`src/rtl/i2c_write_master.sv`:
```
`default_nettype none
// ============================================================================
// i2c_write_master: serialises one {SubAddrL, data} command as a 3-byte I2C
// write (device address, sub-address, data) and pulses NewCom when done.
// Optional NACK retry/AckErr logic: define I2C_ACK_CHECK_EN.
// Revision: 1.0
// ============================================================================
module i2c_write_master #(
    parameter logic [6:0] DEV_ADDR  = 7'h1A,
    parameter int         DIV       = 4,
    parameter int         MAX_RETRY = 3
) (
    input  logic       I2C_clk,
    input  logic       reset,
    input  logic       Write,
    input  logic [7:0] SubAddrL,
    input  logic [7:0] data,
    input  logic       SDA_in,
    output logic       SCL,
    output logic       SDA_oe,
    output logic       NewCom,
    output logic       Busy,
    output logic       AckErr
);

    localparam int            CW       = (DIV > 1) ? $clog2(DIV) : 1;
    localparam logic [CW-1:0] CNT_LAST = CW'(DIV - 1);

    typedef enum logic [2:0] {
        S_IDLE    = 3'd0,
        S_START   = 3'd1,
        S_BIT     = 3'd2,
        S_ACK     = 3'd3,
        S_STOP    = 3'd4,
`ifdef I2C_ACK_CHECK_EN
        S_RESTART = 3'd6,
`endif
        S_DONE    = 3'd5
    } state_t;

    state_t        state_q, state_d;
    logic [CW-1:0] cnt_q, cnt_d;
    logic [1:0]    phase_q, phase_d;
    logic [4:0]    bit_q, bit_d;
    logic [4:0]    dbit_q, dbit_d;
    logic [23:0]   frame_q, frame_d;
    logic          phase_end;
    logic          slot_end;
    logic          scl_bit;

`ifdef I2C_ACK_CHECK_EN
    localparam int RW = (MAX_RETRY > 0) ? $clog2(MAX_RETRY + 1) : 1;
    logic [RW-1:0] retry_q, retry_d;
    logic          nack_q, nack_d;
    logic          ackerr_q, ackerr_d;
`else
    logic          unused_ok;
    assign unused_ok = ^{SDA_in, MAX_RETRY[0]};
`endif

    assign phase_end = (cnt_q == CNT_LAST);
    assign slot_end  = phase_end && (phase_q == 2'd3);
    assign scl_bit   = (phase_q == 2'd1) || (phase_q == 2'd2);

    always_comb begin
        state_d = state_q;
        cnt_d   = cnt_q;
        phase_d = phase_q;
        bit_d   = bit_q;
        dbit_d  = dbit_q;
        frame_d = frame_q;
        SCL     = 1'b1;
        SDA_oe  = 1'b0;
        NewCom  = 1'b0;
        Busy    = 1'b1;
`ifdef I2C_ACK_CHECK_EN
        retry_d  = retry_q;
        nack_d   = nack_q;
        ackerr_d = ackerr_q;
`endif

        // Quarter-bit timebase runs only while a slot is being clocked out.
        if ((state_q == S_START) || (state_q == S_BIT) ||
            (state_q == S_ACK)   || (state_q == S_STOP)) begin
            if (phase_end) begin
                cnt_d   = '0;
                phase_d = phase_q + 2'd1;
            end else begin
                cnt_d   = cnt_q + 1'b1;
            end
        end

        case (state_q)
            S_IDLE: begin
                Busy    = 1'b0;
                cnt_d   = '0;
                phase_d = 2'd0;
                bit_d   = 5'd0;
                dbit_d  = 5'd0;
                if (Write) begin
                    frame_d = {DEV_ADDR, 1'b0, SubAddrL, data};
                    state_d = S_START;
`ifdef I2C_ACK_CHECK_EN
                    retry_d  = '0;
                    nack_d   = 1'b0;
                    ackerr_d = 1'b0;
`endif
                end
            end

            S_START: begin
                SDA_oe = phase_q[1];
`ifdef I2C_ACK_CHECK_EN
                nack_d = 1'b0;
`endif
                if (slot_end) begin
                    state_d = S_BIT;
                end
            end

            S_BIT: begin
                SCL    = scl_bit;
                SDA_oe = ~frame_q[5'd23 - dbit_q];
                if (slot_end) begin
                    bit_d  = bit_q + 5'd1;
                    dbit_d = dbit_q + 5'd1;
                    if ((bit_q == 5'd7) || (bit_q == 5'd16) || (bit_q == 5'd25)) begin
                        state_d = S_ACK;
                    end
                end
            end

            S_ACK: begin
                SCL = scl_bit;
`ifdef I2C_ACK_CHECK_EN
                if ((phase_q == 2'd1) && phase_end) begin
                    nack_d = SDA_in;
                end
`endif
                if (slot_end) begin
                    bit_d = bit_q + 5'd1;
                    if (bit_q == 5'd26) begin
                        state_d = S_STOP;
`ifdef I2C_ACK_CHECK_EN
                    end else if (nack_q) begin
                        state_d = S_STOP;
`endif
                    end else begin
                        state_d = S_BIT;
                    end
                end
            end

            S_STOP: begin
                SCL    = (phase_q != 2'd0);
                SDA_oe = (phase_q < 2'd2);
                if (slot_end) begin
`ifdef I2C_ACK_CHECK_EN
                    if (nack_q) begin
                        if (retry_q == RW'(MAX_RETRY)) begin
                            ackerr_d = 1'b1;
                            state_d  = S_DONE;
                        end else begin
                            retry_d  = retry_q + 1'b1;
                            state_d  = S_RESTART;
                        end
                    end else begin
                        state_d = S_DONE;
                    end
`else
                    state_d = S_DONE;
`endif
                end
            end

`ifdef I2C_ACK_CHECK_EN
            S_RESTART: begin
                cnt_d   = '0;
                phase_d = 2'd0;
                bit_d   = 5'd0;
                dbit_d  = 5'd0;
                state_d = S_START;
            end
`endif

            S_DONE: begin
                NewCom  = 1'b1;
                state_d = S_IDLE;
            end

            default: begin
                state_d = S_IDLE;
            end
        endcase
    end

    always_ff @(posedge I2C_clk or posedge reset) begin
        if (reset) begin
            state_q <= S_IDLE;
            cnt_q   <= '0;
            phase_q <= 2'd0;
            bit_q   <= 5'd0;
            dbit_q  <= 5'd0;
            frame_q <= 24'd0;
        end else begin
            state_q <= state_d;
            cnt_q   <= cnt_d;
            phase_q <= phase_d;
            bit_q   <= bit_d;
            dbit_q  <= dbit_d;
            frame_q <= frame_d;
        end
    end

`ifdef I2C_ACK_CHECK_EN
    always_ff @(posedge I2C_clk or posedge reset) begin
        if (reset) begin
            retry_q  <= '0;
            nack_q   <= 1'b0;
            ackerr_q <= 1'b0;
        end else begin
            retry_q  <= retry_d;
            nack_q   <= nack_d;
            ackerr_q <= ackerr_d;
        end
    end

    assign AckErr = ackerr_q;
`else
    assign AckErr = 1'b0;
`endif

endmodule
`default_nettype wire

```
`config.mk`:
```
export PLATFORM = sky130hd
export DESIGN_NAME = i2c_write_master
export DESIGN_NICKNAME = d
export VERILOG_FILES = /design/src/rtl/i2c_write_master.sv
export SDC_FILE = /design/constraint.sdc
export NUM_CORES = 1
export LEC_CHECK = 0
export CAP_MARGIN = 20
export CORE_MARGIN = 2
export CORE_UTILIZATION = 51
export CTS_BUF_LIST = sky130_fd_sc_hd__clkbuf_2
export DETAILED_ROUTE_END_ITERATION = 10
export PLACE_DENSITY_LB_ADDON = 0.1
export SKIP_CTS_REPAIR_TIMING = 1
export SYNTH_ARGS = -nofsm -noshare
export SYNTH_HDL_FRONTEND = slang
export SYNTH_SLANG_ARGS = --single-unit
```
`constraint.sdc`:
```
create_clock -name I2C_clk -period 1.7 [get_ports I2C_clk]
set_input_delay 0.17 -clock I2C_clk [delete_from_list [all_inputs] [get_ports I2C_clk]]
set_output_delay 0.17 -clock I2C_clk [all_outputs]
set_load 0.03 [all_outputs]
```
==> flow_results.org, run 1 <==
** Setup path
- Buffers and inverters on the worst path :: 1
- Crit Reg-Reg Startpoint :: phase_q[1]
- Crit path capture type :: primary output
- The number of cells on the worst reg-to-reg path is 6.
- Setup slack on the worst reg-to-reg path comes out at -0.03 ns.
- STA classifies the critical path startpoint as a flip-flop.
- STA puts the critical path data required time at 1.53 ns.
- For the worst setup path, the data arrival time is 2.04 ns.
- On the worst path, the slowest cell contributes a delay of 0.52 ns.
- Start-to-end type of the worst setup path :: flip-flop to primary output
- Worst-path fanout max :: 8
- Critical register-to-register path endpoint :: state_q[0]
- On the critical path, the stage with the largest delay is an instance of sky130_fd_sc_hd__dfrtp_1.
- The critical path goes through mux2i_1, a311o_1, nor4_2, nor3_4, buf_6.
- Count of cell instances traversed by the critical path :: 5
- The kind of cell with the highest combined delay along the critical path is flip-flops.

** Run status
- Run status :: finished, violations left
- Failing checks :: negative setup slack

** Global route
- The number of antenna violations at the first check in global routing is 0.
- Entering global routing, the biggest net connects 35 pins.
- The total overflow left after global routing is 0.
- Overall fraction of global-route tracks in use :: 21.2%
- The first global-routing pass estimated 6810 um of wire.
- Via count of the first global-routing pass :: 1514

** Placed design
- Hpwl dp :: 2920 um
- Final GP Congestion :: 0.797
- Port buffering added 22 buffers.
- Place WS :: -0.144 ns
- Area of placed instances :: 2370 sq um

** Timing
- The tightest hold path in the finished design has a slack of 0.141 ns.
- Setup repair after global routing could not meet its margin everywhere.
- The final critical path takes up 130% of the cycle.
- Clock Skew :: 0.0129 ns
- The max-slew violation count came to 0.
- Based on the critical path, the design can be clocked at up to 0.452 GHz.
- Time the worst path needs with I/O delays and setup :: 2.21 ns
- In the post-route analysis, the smallest setup slack over all paths is -0.511 ns.
- Total of endpoints with negative setup slack in the final report :: 4
- Count of endpoints failing hold in the final timing report :: 0

** Clocking
- CTS saw 34 sinks.
- The clock tree synthesis step divided the H-tree into 2 levels.
- Worst skew pair latency :: 0.39 ns
- CTS clock-pin slew for the worst setup and hold paths :: 0.18 ns
- TritonCTS buffer count :: 5
- Clock Path Buffers :: 2
- The tree is rooted in a sky130_fd_sc_hd__clkbuf_2.
- CTS tree :: done

** Layout
- Layout overhead on the synthesized area :: 31.3%
- Commonest cells after routing, fill and taps aside :: sky130_fd_sc_hd__dfrtp_1 (33), sky130_fd_sc_hd__buf_4 (20), sky130_fd_sc_hd__mux2_2 (18), sky130_fd_sc_hd__clkdlybuf4s50_1 (18), sky130_fd_sc_hd__nand2_1 (10)
- Final Cell Area :: 2540 sq um
- Most common cell after layout, fill and taps aside :: sky130_fd_sc_hd__dfrtp_1
- The repair_antennas step left the layout with diodes totalling 0.
- Final nets :: 247
- Cells with a size suffix above 1 make up 35.5% of the layout.
- Once layout is complete, the utilization of the core stands at 69.3%.

** Pwr
- Overall power consumption after layout is estimated at 0.00371 W.
- For this design the static power due to leakage is 1.09 nW.
- For this design the ratio of total power to cell area is 1460 nW/um^2.
- Worst vdd ir :: 870 uV

** Synth
- The synthesized design contains 34 register bits.
- Synthesized area :: 1930 sq um
- After synthesis, the share of flip-flops with an asynchronous set or reset is 100%.
- The number of nets handed over by synthesis was 205.
- In this run, distinct cell masters in the synthesized netlist total 48.
- Post-synth top area share :: 44.0%
- Gate Count Post-Synth :: 177
- Number of flops mapped to enable cells by yosys :: 0
- Proportion of synthesized chip area in sequential cells :: 44.0%
- The biggest area contributor in the post-synthesis netlist is sky130_fd_sc_hd__dfrtp_1.
- Per-instance average area after synthesis :: 10.9 sq um
- Synthesis warning total :: 0
- Yosys attributes the largest share of cell area to sky130_fd_sc_hd__dfrtp_1 (44%), sky130_fd_sc_hd__mux2_2 (10%), sky130_fd_sc_hd__ha_1 (5.2%), sky130_fd_sc_hd__mux4_2 (3.5%), sky130_fd_sc_hd__mux2i_1 (2.6%).
- The most used flip-flop cell after synthesis is sky130_fd_sc_hd__dfrtp_1.

** Floorplanning
- The floorplan step defined a die boundary enclosing 4300 sq um.
- The initial utilization of the core area, before any placement, comes to 52.8%.
- The region available for standard cell placement spans 3660 sq um.
- In this run the core area contains 22 standard-cell rows.
- Boundary Pins :: 25
- Measured along the x axis, the die boundary spans 65.5 um.
- Measured along the y axis, the die boundary spans 65.5 um.

** Routing
- After detailed routing, the number of vias per cell comes to 5.43.
- In the final routed layout, each cell accounts on average for 14.8 um.
- DRT iter0 DRCs :: 75
- Detailed-route wire length :: 3960 um
- For this run, design rule violations remaining after detail routing come to 0.
- Count of nets left with antenna violations after detail routing :: 0
- The routed layout has 1455 vias.
- DRT Pass-1 Iters :: 4

** Min path
- Min-delay worst type :: input port to asynchronous set/reset pin

** Job
- Max-cap viol count :: 0
metal layers:
metal | up-vias | wire length [um] | GRT usage [%]
met5 | - | 0 | 0
met4 | 0 | 85 | 11.7
met3 | 7 | 109 | 3.60
met2 | 24 | 2010 | 34.3
met1 | 709 | 1750 | 27.0
li1 | 715 | - | -
layout make-up:
class                      count  area, sq um
clock inverter                 3         63.8
multi-input combinational    122         1070
inverter                      10         40.0
sequential                    34          852
timing repair buffer          46          423
tap                           48         60.1
clock buffer                   5         25.0
fill                         271         1120
per-stage QoR:
stage,setup TNS (ns),std cells
after floorplan,-0.0451,177
after global placement,-0.142,260
after detailed placement,-0.210,260
after CTS,-1.34,268
after global routing,-1.08,268
final,-0.691,268
registers in the layout (all words and copies together) (netlist names):
name and flops:
bit_q 5, dbit_q 5, phase_q 2, state_q 3, cnt_q 2, frame_q 17
report_power, final:
part,total (W),switching [W],internal [W]
clock network,0.000676,0.000284,0.000392
logic,0.00167,0.000710,0.000962
registers,0.00136,0.000245,0.00112
Yosys cell counts, types with 3 or more instances:
cell	instances
sky130_fd_sc_hd__a21oi_1	5
sky130_fd_sc_hd__a22o_1	3
sky130_fd_sc_hd__and2_1	4
sky130_fd_sc_hd__buf_2	5
sky130_fd_sc_hd__clkbuf_1	3
sky130_fd_sc_hd__dfrtp_1	34
sky130_fd_sc_hd__ha_1	8
sky130_fd_sc_hd__inv_1	10
sky130_fd_sc_hd__mux2_2	18
sky130_fd_sc_hd__mux2i_1	5
sky130_fd_sc_hd__mux4_2	3
sky130_fd_sc_hd__nand2_1	11
sky130_fd_sc_hd__nand3_1	4
sky130_fd_sc_hd__nor2_1	11
sky130_fd_sc_hd__nor4_1	3
sky130_fd_sc_hd__o21ai_0	4
sky130_fd_sc_hd__xnor2_1	3
tightest hold or removal path, stage by stage:
cell and delay [ns]:
sky130_fd_sc_hd__clkdlybuf4s50_1 0.39, sky130_fd_sc_hd__inv_1 0.05, sky130_fd_sc_hd__buf_4 0.38
worst max path at each step:
stage                    start          to  slack (ns)
floorplan           phase_q[0]  state_q[0]       -0.04
global placement     dbit_q[0]      SDA_oe       -0.11
detailed placement   dbit_q[0]      SDA_oe       -0.14
CTS                  dbit_q[0]      SDA_oe       -0.61
global route         dbit_q[1]      SDA_oe       -0.65
finish               dbit_q[1]      SDA_oe       -0.51
logic make-up (layout without fill, tap and decap cells):
logic type               count (synthesis)  after routing  synth area share, %
AND/OR/NAND/NOR                         54             54                 15.4
other                                    1              1                0.194
buffers and inverters                   21             64                 5.18
XOR/XNOR                                 5              5                 2.27
adder cells (fa/ha/maj)                 10             10                 6.22
flip-flops                              34             34                 44.0
multiplexers                            28             28                 17.9
AO/OA/AOI/OAI                           24             24                 8.81
(Power assumes the default switching activity.)
==> run 2: changes to the inputs <==
--- a/config.mk
+++ b/config.mk
@@ -11,4 +11,5 @@
 export CTS_BUF_LIST = sky130_fd_sc_hd__clkbuf_2
 export DETAILED_ROUTE_END_ITERATION = 10
+export HOLD_SLACK_MARGIN = 0.1
 export PLACE_DENSITY_LB_ADDON = 0.1
 export SKIP_CTS_REPAIR_TIMING = 1
==> constraint.sdc (replaced) <==
create_clock -name I2C_clk -period 1.7 [get_ports I2C_clk]
set_input_delay 0.255 -clock I2C_clk [delete_from_list [all_inputs] [get_ports I2C_clk]]
set_output_delay 0.255 -clock I2C_clk [all_outputs]
set_load 0.03 [all_outputs]
==> flow_results.org, run 2 (synthesized netlist as in run 1, its figures left out) <==
** Run status
- Run status :: finished, violations left
- The checks that failed: negative setup slack.

** Global route
- Global-route wire length before repair :: 6850 um
- Overall fraction of global-route tracks in use :: 21.0%
- Via count of the first global-routing pass :: 1530
- Global routing finished with a remaining overflow of 0.
- The number of antenna violations at the first check in global routing is 0.
- Entering global routing, the biggest net connects 35 pins.

** Pwr
- Dividing total power by cell area gives a power density of 1390 nW/um^2.
- Summing internal, switching and leakage power gives 0.00365 W.
- Leakage power of the design :: 1.12 nW
- Worst vdd ir :: 917 uV

** Timing
- After layout, the worst setup slack is -0.545 ns.
- Ratio of final minimum period to clock period :: 132%
- The final count of hold timing violations is 0.
- The routed design could run at a clock period as short as 2.24 ns.
- Clock skew on the completed layout was measured at 0.00863 ns.
- Adding up every negative setup slack in the final design gives -0.750 ns.
- Total of endpoints with negative setup slack in the final report :: 3
- Final hold slack :: 0.235 ns
- Setup repair after global routing could not meet its margin everywhere.
- The max-slew violation count came to 0.
- Fmax :: 0.445 GHz

** Routing
- Wires add up to 4100 um.
- In the routed design, unresolved DRC markers number 0.
- After detailed routing, the average wire length per cell comes to 14.9 um.
- Vias after detailed routing :: 1485
- The count of nets left with antenna violations once routing finished came out at 0.
- DRT iter0 DRCs :: 114
- Number of vias per cell after detailed routing :: 5.40
- DRT Pass-1 Iters :: 4

** Floorplanning
- Initial Util :: 52.8%
- Overall die width :: 65.5 um
- Die Span Y :: 65.5 um
- The floorplan has 22 rows.
- Floorplan die area :: 4300 sq um
- CORE AREA :: 3660 sq um
- In this run the count of I/O pins placed on the die edge is 25.

** Setup path
- Startpoint class of the critical path :: flip-flop
- In this run the critical register-to-register path is captured at state_q[0].
- Along the worst path, the maximum fanout reaches 5.
- Critical path endpoint :: SDA_oe
- Start-to-end type of the worst setup path :: flip-flop to primary output
- Crit Reg-Reg Startpoint :: state_q[0]
- At the worst endpoint, the arrival time is 1.99 ns.
- STA classifies the critical path endpoint as a primary output.
- Across all register-to-register paths, the minimum setup slack is -0.06 ns.
- Timing startpoint of the critical path :: dbit_q[0]
- STA puts the critical path data required time at 1.44 ns.
- Counting cells, the worst reg-to-reg path comes to 5.

** Layout
- Commonest cells after routing, fill and taps aside :: sky130_fd_sc_hd__dfrtp_1 (33), sky130_fd_sc_hd__buf_4 (24), sky130_fd_sc_hd__clkdlybuf4s50_1 (18)
- More flip-flops sit in one register than any other, and that register is frame_q.
- Excluding fillers, the count of instances in the completed layout stands at 275.
- Count of antenna diodes in the layout :: 0
- The register with the most flip-flops in the layout has 17 of them.
- The layout has 267 filler cells.
- The final layout contains 254 nets.
- The library cell used most frequently in the layout, excluding fill and tap cells, is sky130_fd_sc_hd__dfrtp_1.
- Largest registers :: frame_q x17, bit_q x5, dbit_q x5
- Compared with the post-synthesis result, the final layout area differs by 36.1%.
- Cells with a size suffix above 1 make up 41.4% of the layout.

** Placed design
- Count of port buffers added during placement :: 22
- The congestion estimate from routability-driven global placement came to 0.833.
- Hpwl dp :: 2950 um
- Once placement completed, the tool counted placed cells totaling 264.
- Place WS :: -0.197 ns

** Clocking
- Worst skew pair latency :: 0.39 ns
- CTS built an H-tree with a depth of 2.
- CTS saw 34 sinks.
- CTS clock-pin slew for the worst setup and hold paths :: 0.19 ns
- TritonCTS buffer count :: 5
- Clock tree synthesis selected as its root buffer the cell sky130_fd_sc_hd__clkbuf_2.
- CTS tree :: done
- In this run the deepest clock path goes through 2 buffers.

** Job
- Max-cap viol count :: 0

** Min path
- Min-delay worst type :: input port to asynchronous set/reset pin
-- run 2: cell count changes in the layout (fill, tap and decap cells not counted), sizes merged --
cell      before  now
clkinv         1    0
bufinv         2    1
buf           28   35
clkinvlp       0    2
-- run 2: stage by stage --
| stage | utilization (%) | area (sq um) |
|---|---|---|
| finish | 71.8 | 2630 |
| global placement | 65.9 | 2410 |
| detailed placement | 65.9 | 2410 |
| floorplan | - | 2000 |
| CTS | 67.8 | 2480 |
| global route | 71.8 | 2630 |
-- run 2: final cells by class --
type | instances | area, sq um | area share, %
inverters | 10 | 37.5 | 1.43
flip-flops and latches | 34 | 852 | 32.4
clock inverters | 3 | 45.0 | 1.71
repair buffers | 53 | 493 | 18.8
well taps | 48 | 60.1 | 2.28
clock buffers | 5 | 25.0 | 0.952
multi-input cells | 122 | 1120 | 42.5
-- run 2: where the power goes --
group / leakage, nW / switching [W] / internal [W]
logic: 0.677 / 0.000737 / 0.00100
clock network: 0.0352 / 0.000295 / 0.000247
registers: 0.409 / 0.000251 / 0.00112
total: 1.12 / 0.00128 / 0.00236
-- run 2: worst max-delay path, stage by stage, from the launching register on --
cell                      delay [ns]
sky130_fd_sc_hd__dfrtp_2        0.47
sky130_fd_sc_hd__buf_6          0.12
sky130_fd_sc_hd__mux4_2         0.51
sky130_fd_sc_hd__nor2_2         0.11
sky130_fd_sc_hd__nor4_2         0.07
sky130_fd_sc_hd__nor3_4         0.19
sky130_fd_sc_hd__buf_6          0.15
-- run 2: worst min-delay path by stage --
stage	slack [ns]	depth (start not counted)	endpoint
after floorplan	0.40	1	bit_q[0]
after global placement	0.47	1	frame_q[18]
after detailed placement	0.48	1	frame_q[18]
after CTS	0.22	3	frame_q[15]
after global routing	0.24	3	frame_q[15]
final	0.24	3	frame_q[15]
-- run 2: per-layer routing --
| metal | GRT usage (%) | wire, um | part of all wire, % |
|---|---|---|---|
| met1 | 27.3 | 1840 | 45 |
| met2 | 34.4 | 2060 | 50 |
| met3 | 5.31 | 159 | 3.9 |
| met4 | 6.51 | 36 | 0.88 |
| met5 | 0 | 0 | 0 |
